### src/rtl/fir_host_sequencer.sv
// Host-side initiator for the FIR filter: buffers samples, holds a 4-entry
// coefficient bank and sequences load_coeff/data_ready requests against modwait.
module fir_host_sequencer #(
  parameter int DEPTH   = 8,
  parameter int TIMEOUT = 64
) (
  input  logic        clk,
  input  logic        n_reset,
  input  logic [15:0] sample_in,
  input  logic        sample_valid,
  output logic        sample_ready,
  input  logic        coeff_wr,
  input  logic [1:0]  coeff_addr,
  input  logic [15:0] coeff_wdata,
  input  logic        coeff_start,
  output logic        coeff_loaded,
  output logic [15:0] sample_data,
  output logic [15:0] fir_coefficient,
  output logic        load_coeff,
  output logic        data_ready,
  input  logic        modwait,
  input  logic [15:0] fir_out,
  input  logic        err,
  output logic [15:0] result_data,
  output logic        result_valid,
  output logic        result_err,
  output logic        timeout
);
  localparam int AW = $clog2(DEPTH);

  typedef enum logic [2:0] {IDLE, COEFF_REQ, COEFF_WAIT, SAMP_REQ, SAMP_WAIT} state_t;
  state_t state, state_nxt;

  logic [15:0]   fifo_mem [DEPTH];
  logic [AW-1:0] wr_ptr, rd_ptr;
  logic [AW:0]   count, count_nxt;
  logic [15:0]   coeff [4];
  logic [1:0]    idx;
  logic          pending;
  logic [15:0]   tcnt;
  logic          push, pop, in_req, req_expired, coeff_busy, coeff_done, req_abort;

  assign push        = sample_valid && sample_ready;
  assign pop         = (state == IDLE) && (state_nxt == SAMP_REQ);
  assign count_nxt   = count + (AW+1)'(push) - (AW+1)'(pop);
  assign in_req      = (state == COEFF_REQ) || (state == SAMP_REQ);
  assign req_expired = (tcnt == 16'(TIMEOUT - 1));
  assign req_abort   = in_req && !modwait && req_expired;
  assign coeff_busy  = (state == COEFF_REQ) || (state == COEFF_WAIT);
  assign coeff_done  = (state == COEFF_WAIT) && !modwait && (idx == 2'd3);

  always_ff @(posedge clk or negedge n_reset) begin
    if (!n_reset) state <= IDLE;
    else          state <= state_nxt;
  end

  // A pending coefficient load wins over queued samples; nothing is issued while modwait is high.
  always_comb begin
    state_nxt = state;
    case (state)
      IDLE: begin
        if (!modwait) begin
          if (pending)             state_nxt = COEFF_REQ;
          else if (count != '0)    state_nxt = SAMP_REQ;
        end
      end
      COEFF_REQ:  if (modwait) state_nxt = COEFF_WAIT; else if (req_expired) state_nxt = IDLE;
      COEFF_WAIT: if (!modwait) state_nxt = (idx == 2'd3) ? IDLE : COEFF_REQ;
      SAMP_REQ:   if (modwait) state_nxt = SAMP_WAIT;  else if (req_expired) state_nxt = IDLE;
      SAMP_WAIT:  if (!modwait) state_nxt = IDLE;
      default:    state_nxt = IDLE;
    endcase
  end

  always_comb begin
    load_coeff      = (state == COEFF_REQ);
    data_ready      = (state == SAMP_REQ);
    fir_coefficient = '0;
    if (coeff_busy) fir_coefficient = coeff[idx];
  end

  always_ff @(posedge clk) begin
    if (push) fifo_mem[wr_ptr] <= sample_in;
  end

  always_ff @(posedge clk or negedge n_reset) begin
    if (!n_reset) begin
      wr_ptr       <= '0;
      rd_ptr       <= '0;
      count        <= '0;
      sample_ready <= 1'b0;
      sample_data  <= '0;
      coeff        <= '{default: '0};
      idx          <= '0;
      pending      <= 1'b0;
      coeff_loaded <= 1'b0;
      tcnt         <= '0;
      timeout      <= 1'b0;
      result_data  <= '0;
      result_err   <= 1'b0;
      result_valid <= 1'b0;
    end else begin
      count        <= count_nxt;
      sample_ready <= (count_nxt != (AW+1)'(DEPTH));
      if (push) wr_ptr <= wr_ptr + AW'(1);
      if (pop) begin
        rd_ptr      <= rd_ptr + AW'(1);
        sample_data <= fifo_mem[rd_ptr];
      end
      if (coeff_wr && !coeff_busy) coeff[coeff_addr] <= coeff_wdata;
      if ((state == IDLE) && (state_nxt == COEFF_REQ))            idx <= '0;
      else if ((state == COEFF_WAIT) && (state_nxt == COEFF_REQ)) idx <= idx + 2'd1;
      // Counter restarts on every state change, so it measures time spent in the current request.
      tcnt <= (in_req && (state_nxt == state)) ? tcnt + 16'd1 : '0;
      if (req_abort) timeout <= 1'b1;
      if (coeff_start) begin
        pending      <= 1'b1;
        coeff_loaded <= 1'b0;
      end else if (coeff_done) begin
        pending      <= 1'b0;
        coeff_loaded <= 1'b1;
      end
      result_valid <= 1'b0;
      if ((state == SAMP_WAIT) && !modwait) begin
        result_valid <= 1'b1;
        result_data  <= fir_out;
        result_err   <= err;
      end
    end
  end
endmodule
### config.mk
export PLATFORM = sky130hd
export DESIGN_NAME = fir_host_sequencer
export DESIGN_NICKNAME = d
export VERILOG_FILES = /design/src/rtl/fir_host_sequencer.sv
export SDC_FILE = /design/constraint.sdc
export NUM_CORES = 1
export LEC_CHECK = 0
export CAP_MARGIN = 10
export CORE_MARGIN = 3
export CORE_UTILIZATION = 45
export CTS_BUF_LIST = sky130_fd_sc_hd__clkbuf_4 sky130_fd_sc_hd__clkbuf_8 sky130_fd_sc_hd__clkbuf_16
export DETAILED_ROUTE_END_ITERATION = 7
export PLACE_DENSITY = 0.66
export SYNTH_ARGS = -nofsm -noshare
export SYNTH_HDL_FRONTEND = slang
export SYNTH_SLANG_ARGS = --single-unit
### constraint.sdc
create_clock -name clk -period 3.6 [get_ports clk]
set_clock_uncertainty 0.15 [all_clocks]
set_input_delay 0.72 -clock clk [delete_from_list [all_inputs] [get_ports clk]]
set_output_delay 0.72 -clock clk [all_outputs]
set_load 0.03 [all_outputs]
Word-level counts from Yosys, hierarchy flattened
Memory sizes are Yosys's and may differ from the RTL's. A register that Yosys moved wholly into a read port is not among the register bits. Index checks and enable logic that the tools add are counted. Widths: inputs -> output; s select.

Register bits after elaboration: 117. Memories: 1. Output and inout port bits: 55. Input port bits: 57. RAM bits: 128.

Add/sub/neg operators: 6. Mux-type cells: 27. $lt $le $gt $ge: 3. Reductions and logical operators: 21. Bitwise gates (word level): 2. Eq/ne operators: 10.

Memory list: fifo_mem (words 8, bits a word 16, rd ports 1, clocked after Yosys merged registers in 1, wr ports 1, line 34) `logic [15:0] fifo_mem [DEPTH];`.

Operators with widths (number): $mux 16 (5); $bwmux 64 (1); $bmux 16 s2 (1); $demux 16 s2 (1); $mux 3 (8); $add 16x1->16 const B (1); $eq 16x6->1 const B (1); $pmux 3 s5 (1); $logic_and 1x1->1 (12); $eq 3x2->1 const B (3); $mux 1 (8); $add 3x1->3 const B (2); $eq 3x1->1 const B (2); $ge 3x3->1 const B (2); $not 2->3 (2); $add 4x1->4 (1); $mux 2 (2); $ne 4x4->1 const B (1); $reduce_bool 2->1 (2); $reduce_bool 4->1 (1); $sub 4x1->4 (1); $eq 3x3->1 (1); $eq 3x3->1 const B (1); $logic_not 1->1 (3); other kinds (5) (6).

Depth between registers and ports, before layout
Gate-level depths: netlist of run 1.

Word-level depth: 9. Gate-level depth with buffers: 12. Depth with buffers taken out: 12.

Least setup slack after synthesis of run 1
Ideal clock, no wire load.

Kind: input to register. Start point: input modwait. End point: register sample_ready. Setup time: 0.138 ns. Slack: 0.478 ns. Path buffers: 0. Required time: 3.312 ns. Arrival: 2.834 ns. Stages on the path: 10. Cells stage by stage: nor3_1 nand3b_1 inv_1 ha_1 inv_1 ha_1 inv_1 fa_1 inv_1 or4b_1.

Longest elaborated chain between the ends: 6. Elaborated cells on any way between the ends: 10.

RTL lines: from (decl) (line 21) `input logic modwait,`; $mux 3, on equally long branches; $pmux 3 s5 (*) (line 60) `case (state)`; $eq 3x2->1 (*) (line 44) `assign pop = (state == IDLE) && (state_nxt == SAMP_REQ);`; $logic_and 1x1->1 (*) (line 44); via pop (line 41) `logic push, pop, in_req, req_expired, coeff_busy, coeff_done, req_abort;`; $sub 4x1->4 (*) (line 45) `assign count_nxt = count + (AW+1)'(push) - (AW+1)'(pop);`; via count_nxt[1] (line 36) `logic [AW:0] count, count_nxt;`; $ne 4x4->1 (*) (line 104) `sample_ready <= (count_nxt != (AW+1)'(DEPTH));`; to (signal assigned) (line 104); to (decl) (line 11) `output logic sample_ready,`.

The timed path passes the listed nets; every way through them passes the cells marked *. A chain may end at the register's enable or synchronous reset.

Final worst setup path of run 1
Start point: register state[1]. End point: output fir_coefficient[9].

Longest elaborated chain between the ends: 3. Elaborated cells on any way between the ends: 4.

RTL lines: from (decl) (line 32) `state_t state, state_nxt;`; from (signal assigned) (line 54) `else state <= state_nxt;`; $eq 3x1->1 / $eq 3x2->1 (equally long branches) (line 49) `assign coeff_busy = (state == COEFF_REQ) || (state == COEFF_WAIT);`; $logic_or 1x1->1 (*) (line 49); $mux 16 (*) (line 79) `if (coeff_busy) fir_coefficient = coeff[idx];`; to (decl) (line 18) `output logic [15:0] fir_coefficient,`.

Mark *: on every way between the ends. The rest lies on a longest branch, timed or not.

==> flow_summary.ini, run 1 <==
[run_status]
status = finished clean

[place]
hpwl_um = 13600
gp_congestion = 0.725
dp_cells = 1052
port-buffer-count = 111

[final_layout]
final_nets = 835
diodes = 0
drive_above_1_share = 0.276
syn2layout_area_growth_pct = 23.7
stdcell_count = 1102

[yosys]
yosysUniqueCellTypes = 44
synthArstFlopShare = 0.510
ys.warnings.count = 0
synth_mux_area_frac = 0.205
ys.flop_type = dfrtp_1
synth_xor_area_frac = 0.0172
synth-edff-count = 128
synth_top_area_frac = 0.358
synthesis.nets = 697
ys_ff_latch = 261
syn-cell-area_um2 = 10700
synth_compound_area_frac = 0.0163
synthCells = 630
synthAdderAreaFrac = 0.0124
avgSynthCellArea_um2 = 17.0
yosys.area_share.simple = 0.0586
seq_area_frac_synth = 0.669
synth_top_area_cell = edfxtp_1
synth_top_family_by_area = multiplexers
synthTopCellsByArea = edfxtp_1 (36%), dfrtp_1 (31%), mux4_2 (10%)

[worst_setup_path]
cp_cell_sequence = xor2_1, nand2b_2, nor2b_1, clkdlybuf4s50_1
cp_data_arrival_time_ns = 2.60
rrSetupSlack_ns = 0.67
crit_path_top_delay_cell = clkdlybuf4s50_1
rr_startpoint = count[2]
start_kind = flip-flop
critPathKind = flip-flop to primary output
startpoint = state[1]
worst-path-max-fanout = 21
max_stage_delay_ns = 0.70
crit_required_ns = 2.73
end_kind = primary output

[timing]
setup_viol = 0
rsz0062_at_grt = false
post-route-period-util = 0.963
report.final.slew_viol_count = 0
tightest_slew_ns = 1.07
hold_slack_ns = 0.0574
relSlewSlack = 0.285
setup_tns_ns = 0
finalHoldViolations = 0
fmax_ghz = 0.288
final.min_clock_period_ns = 3.47

[clocking]
post_cts_resized = 0
numCtsBuffers = 27
clk_pin_slew_ns = 0.06
clock_path_buffers = 3
cts_setup_buffers = 0
tritoncts = yes
cts.root.buffer_cell = clkbuf_16
ctsHoldBuffers = 0
cts.sinks = 261
htree_levels = 1
clk_latency_ns = 0.54

[grt]
grt_pass1_vias = 6277
grt_usage = 0.169
grt_max_degree = 74
grt_pass1_wl_um = 34600
overflow = 0
antenna_found_initial = 1

[floorplanning]
io_pins = 112
die_h_um = 160
coreArea_um2 = 23100
die_w_um = 160
die_area_um2 = 25700
initial_core_util = 0.465
rows = 55

[power_and_ir_drop]
p_per_area_nw_per_um2 = 772
vdd_drop_max_v = 0.000516
p_leak_nw = 5.01

[drt]
detail-route-antenna-nets = 0
vias_per_cell = 5.25
wl_um = 21400
vias = 5788
drt_iter0_drc = 334
drc_errors = 0
dr.pass1.iters = 5
wl_per_cell_um = 19.4

[hold_path]
hp-class = primary input to async pin

[run]
cap_violations = 0
==> through the flow <==
stage / setup WS [ns] / total power (W) / cell area, um2 / utilization
finish: 0.133 / 0.0102 / 13300 / 0.575
global route: 0.00368 / 0.0108 / 13300 / 0.575
CTS: 0.0794 / 0.0104 / 13300 / 0.575
detailed placement: 0.0470 / 0.00738 / 12300 / 0.533
global placement: 0.123 / 0.00724 / 12300 / 0.533
floorplan: 0.478 / 0.00624 / 10700 / -
==> per-layer routing <==
layer  share of wire  track usage  up-vias
li1                -            -     2662
met1            0.42        0.219     2966
met4           0.018       0.0359        2
met3           0.051       0.0364       31
met5         0.00061            0        -
met2            0.51        0.296      127
==> cell type report <==
cell class              instances  area, um2
clock inverters                13        204
inverters                      15       56.3
clock buffers                  37        769
multi-input cells             326       3350
fillers                      1789       9790
repair buffers                137       1320
well taps                     313        392
flip-flops and latches        261       7170
==> worst paths after layout <==
| check | endpoint | cells after the start |
|---|---|---|
| max | fir_coefficient[9] | 4 |
| min | coeff[2] | 1 |
| max reg2reg | sample_ready | 12 |
| min reg2reg | timeout | 1 |
| max in group asynchronous | sample_data[11] | 2 |
| min in group clk | timeout | 1 |
==> power breakdown <==
group | leakage (nW) | switching (W) | internal, W
sequential | 2.82 | 0.000377 | 0.00390
clock | 0.492 | 0.00111 | 0.00186
combinational | 1.69 | 0.00148 | 0.00151
total | 5.01 | 0.00297 | 0.00727
==> synthesized netlist by cell type, types with 4 or more instances <==
| library cell | instances |
|---|---|
| edfxtp_1 | 128 |
| buf_6 | 4 |
| clkbuf_1 | 7 |
| and2b_1 | 5 |
| nor4_1 | 8 |
| mux2_2 | 72 |
| buf_2 | 9 |
| buf_4 | 7 |
| nor2_1 | 24 |
| nand4_1 | 5 |
| nand3_1 | 8 |
| o21ai_0 | 19 |
| ha_1 | 9 |
| mux4_2 | 48 |
| inv_1 | 15 |
| a21oi_1 | 4 |
| nor2b_1 | 12 |
| nand2_1 | 33 |
| mux2_4 | 10 |
| mux2i_1 | 16 |
| nor3_1 | 10 |
| xnor2_1 | 17 |
| dfrtp_1 | 133 |
| xor2_1 | 4 |
==> flip-flops by register name, summed over array words and instances, names as in the netlist <==
register	cells
fifo_mem	128
sample_ready	1
pending	1
tcnt	16
count	4
idx	2
timeout	1
state	3
wr_ptr	3
result_err	1
result_data	16
rd_ptr	3
coeff_loaded	1
coeff	64
sample_data	16
result_valid	1
==> kinds of logic after synthesis <==
family / after synthesis
adder cells (fa/ha/maj): 10
multiplexers: 146
buffers and inverters: 43
AND/OR/NAND/NOR: 119
flip-flops: 261
AO/OA/AOI/OAI: 30
XOR/XNOR: 21
==> cell usage in the layout, fill, tap and decap left out, types with 2 or more instances in the layout <==
cell and count:
a21o_1 2, a21oi_1 4, and2b_1 5, buf_4 25, bufinv_16 5, clkbuf_16 27
clkbuf_4 7, clkbuf_8 3, clkdlybuf4s50_1 110, clkinv_2 6, dfrtp_1 132, edfxtp_1 128
ha_1 9, inv_1 15, mux2_2 72, mux2_4 10, mux2i_1 16, mux4_2 48
nand2_1 33, nand2b_1 2, nand3_1 8, nand4_1 5, nor2_1 24, nor2b_1 12
nor3_1 6, nor3_2 4, nor3b_1 2, nor4_1 7, o21ai_0 19, xnor2_1 17
xor2_1 4
==> critical path: cells and delay by family (launching register included) <==
kind | cells | cell delay, ns
XOR/XNOR | 1 | 0.21
buffers and inverters | 1 | 0.70
flip-flops | 1 | 0.50
AND/OR/NAND/NOR | 2 | 0.64
No activity file was read; power rests on OpenSTA's default activity.
==> inputs of run 2 (changes only) <==
Settings changed: SLEW_MARGIN set to 20.
==> results of run 2 <==
Final layout, timing and power as in run 1 (identical DEF).
==> inputs of run 3 (changes only) <==
Settings changed: CORE_UTILIZATION 45 to 55, MAX_ROUTING_LAYER set to met4, PLACE_DENSITY 0.66 to 0.78.
==> run 3 against run 2 <==
  * Setup slack worse by 0.031 ns
  * Sequential power is essentially flat
  * Count of clock-buffer cells in the layout decreased by 4
  * Global-route usage increased by 4.4 points
  * Non-clock buffer count fell by 6
  * Combinational power about the same
  * Final area down 1.8%
  * Utilization rose by 11 points
  * Wire length increased by 0.53%
  * Die area down 18%
  * Clock power down 12%
  * Sequential share of layout area up 1.0 points
  * Critical endpoint is now fir_coefficient[2]
  * Largest power group unchanged
==> flow_summary.ini, run 3 (synthesis gave the netlist of run 1 again) <==
[drt]
drc_errors = 0
met3WireLength_um = 987
vias_per_cell = 5.64
detail-route-antenna-nets = 0
dr.pass1.iters = 4
vias = 5861
wl_per_cell_um = 20.6
drt_iter0_drc = 298
met2_length_um = 11300
wl_um = 21500
m1WireLength_um = 8830
dr.max_layer_used = met4

[worst_setup_path]
worst-path-max-fanout = 21
critPathBufInv = 1
rrSetupSlack_ns = 0.56
r2r_end = sample_ready
max_stage_delay_ns = 0.68
end_kind = primary output
rr_startpoint = count[2]
crit_path_top_delay_cell = clkdlybuf4s50_1
start_kind = flip-flop
cp_data_arrival_time_ns = 2.63
critPathKind = flip-flop to primary output
crit_required_ns = 2.73
critPathTopFamily = simple AND/OR/NAND/NOR gates
cp_cell_sequence = xor2_1, nand2b_2, and2b_1, clkdlybuf4s50_1
r2r_cells = 12

[final_layout]
seq_area_um2 = 7170
regMostFlops = fifo_mem
fillers = 1251
drive_above_1_share = 0.264
stdcell_count = 1040
layout_common_cells = dfrtp_1 (132), edfxtp_1 (128), clkdlybuf4s50_1 (110), mux2_2 (72), mux4_2 (48)
final_common_cell = dfrtp_1
largest_reg_flops = 128
syn2layout_area_growth_pct = 21.4
final_nets = 828
diodes = 0
multi_input_area_um2 = 3350
largestRegisters = fifo_mem: 128 flops, coeff: 64 flops

[grt]
antenna_found_initial = 0
grt_pass1_wl_um = 34900
grt_usage = 0.213
grt_max_degree = 94
grt_pass1_vias = 6225
overflow = 0

[run]
cap_violations = 0

[power_and_ir_drop]
p_per_area_nw_per_um2 = 761
p_leak_nw = 4.90
vdd_drop_max_v = 0.000449

[timing]
rsz0062_at_grt = false
fmax_ghz = 0.286
tightest_slew_ns = 0.701
finalHoldViolations = 0
post-route-period-util = 0.972
relSlewSlack = 0.531
report.final.slew_viol_count = 0
final.min_clock_period_ns = 3.50
setup_tns_ns = 0
setup_viol = 0

[clocking]
cts.root.buffer_cell = clkbuf_16
numCtsBuffers = 26
tritoncts = yes
cts.sinks = 261
clk_pin_slew_ns = 0.06
ctsHoldBuffers = 0
clk_latency_ns = 0.52
clock_path_buffers = 3
htree_levels = 1
cts_setup_buffers = 0
post_cts_resized = 0

[place]
port-buffer-count = 111
gp_congestion = 0.751
dp_cells = 993
hpwl_um = 13400

[floorplanning]
coreArea_um2 = 19000
die_h_um = 146
initial_core_util = 0.566
io_pins = 112
die_w_um = 146
rows = 50
die_area_um2 = 21200

[run_status]
status = finished clean

[hold_path]
hp-class = primary input to async pin
-- run 3: cell types whose count changed in the layout (fill, tap and decap cells not counted), moves of 2 or more --
cell / previous run / this run
clkinv_2: 6 / 4
clkbuf_8: 3 / 1
bufinv_16: 5 / 2
buf_4: 25 / 20
clkinvlp_4: 0 / 2
clkinv_1: 1 / 4
-- run 3: metrics by stage --
step / cell area, um2 / hold slack [ns] / total power, W / util / setup slack, ns
global placement: 12200 / 0.309 / 0.00718 / 0.642 / 0.147
floorplan: 10700 / 0.274 / 0.00624 / - / 0.478
finish: 13000 / 0.0315 / 0.00991 / 0.687 / 0.102
CTS: 13000 / 0.0307 / 0.0100 / 0.687 / 0.0972
global route: 13000 / 0.0642 / 0.0104 / 0.687 / 0.00394
detailed placement: 12200 / 0.317 / 0.00736 / 0.642 / -0.0126
-- run 3: final cells by class --
cell class,count,share of cell area
Sequential cell,261,0.551
Multi-Input combinational cell,326,0.257
Timing Repair Buffer,131,0.0976
Clock buffer,33,0.0545
Tap cell,260,0.0250
Clock inverter,14,0.0104
Inverter,15,0.00432
-- run 3: worst register-to-register path, delay by kind of cell (launching register included) --
| kind | cells | cell delay, ns |
|---|---|---|
| buffers and inverters | 5 | 0.34 |
| flip-flops | 1 | 0.36 |
| AND/OR/NAND/NOR | 3 | 0.99 |
| adder cells (fa/ha/maj) | 4 | 1.05 |
-- run 3: layer usage --
metal | GRT usage | vias up
met1 | 0.266 | 3053
met5 | - | -
li1 | - | 2632
met3 | 0.0402 | 27
met2 | 0.371 | 149
met4 | 0.0437 | 0
-- run 3: how the worst max path moves through the flow --
stage	start	endpoint	cells past startpoint
finish	state[1]	fir_coefficient[2]	4
global route	state[1]	fir_coefficient[2]	4
CTS	state[1]	fir_coefficient[2]	4
detailed placement	modwait	sample_ready	11
global placement	modwait	sample_ready	11
floorplan	modwait	sample_ready	10
-- run 3: report_power, final --
| part | total [W] | internal [W] | switching [W] |
|---|---|---|---|
| combinational | 0.00300 | 0.00149 | 0.00151 |
| sequential | 0.00428 | 0.00390 | 0.000381 |
| clock | 0.00262 | 0.00154 | 0.00108 |
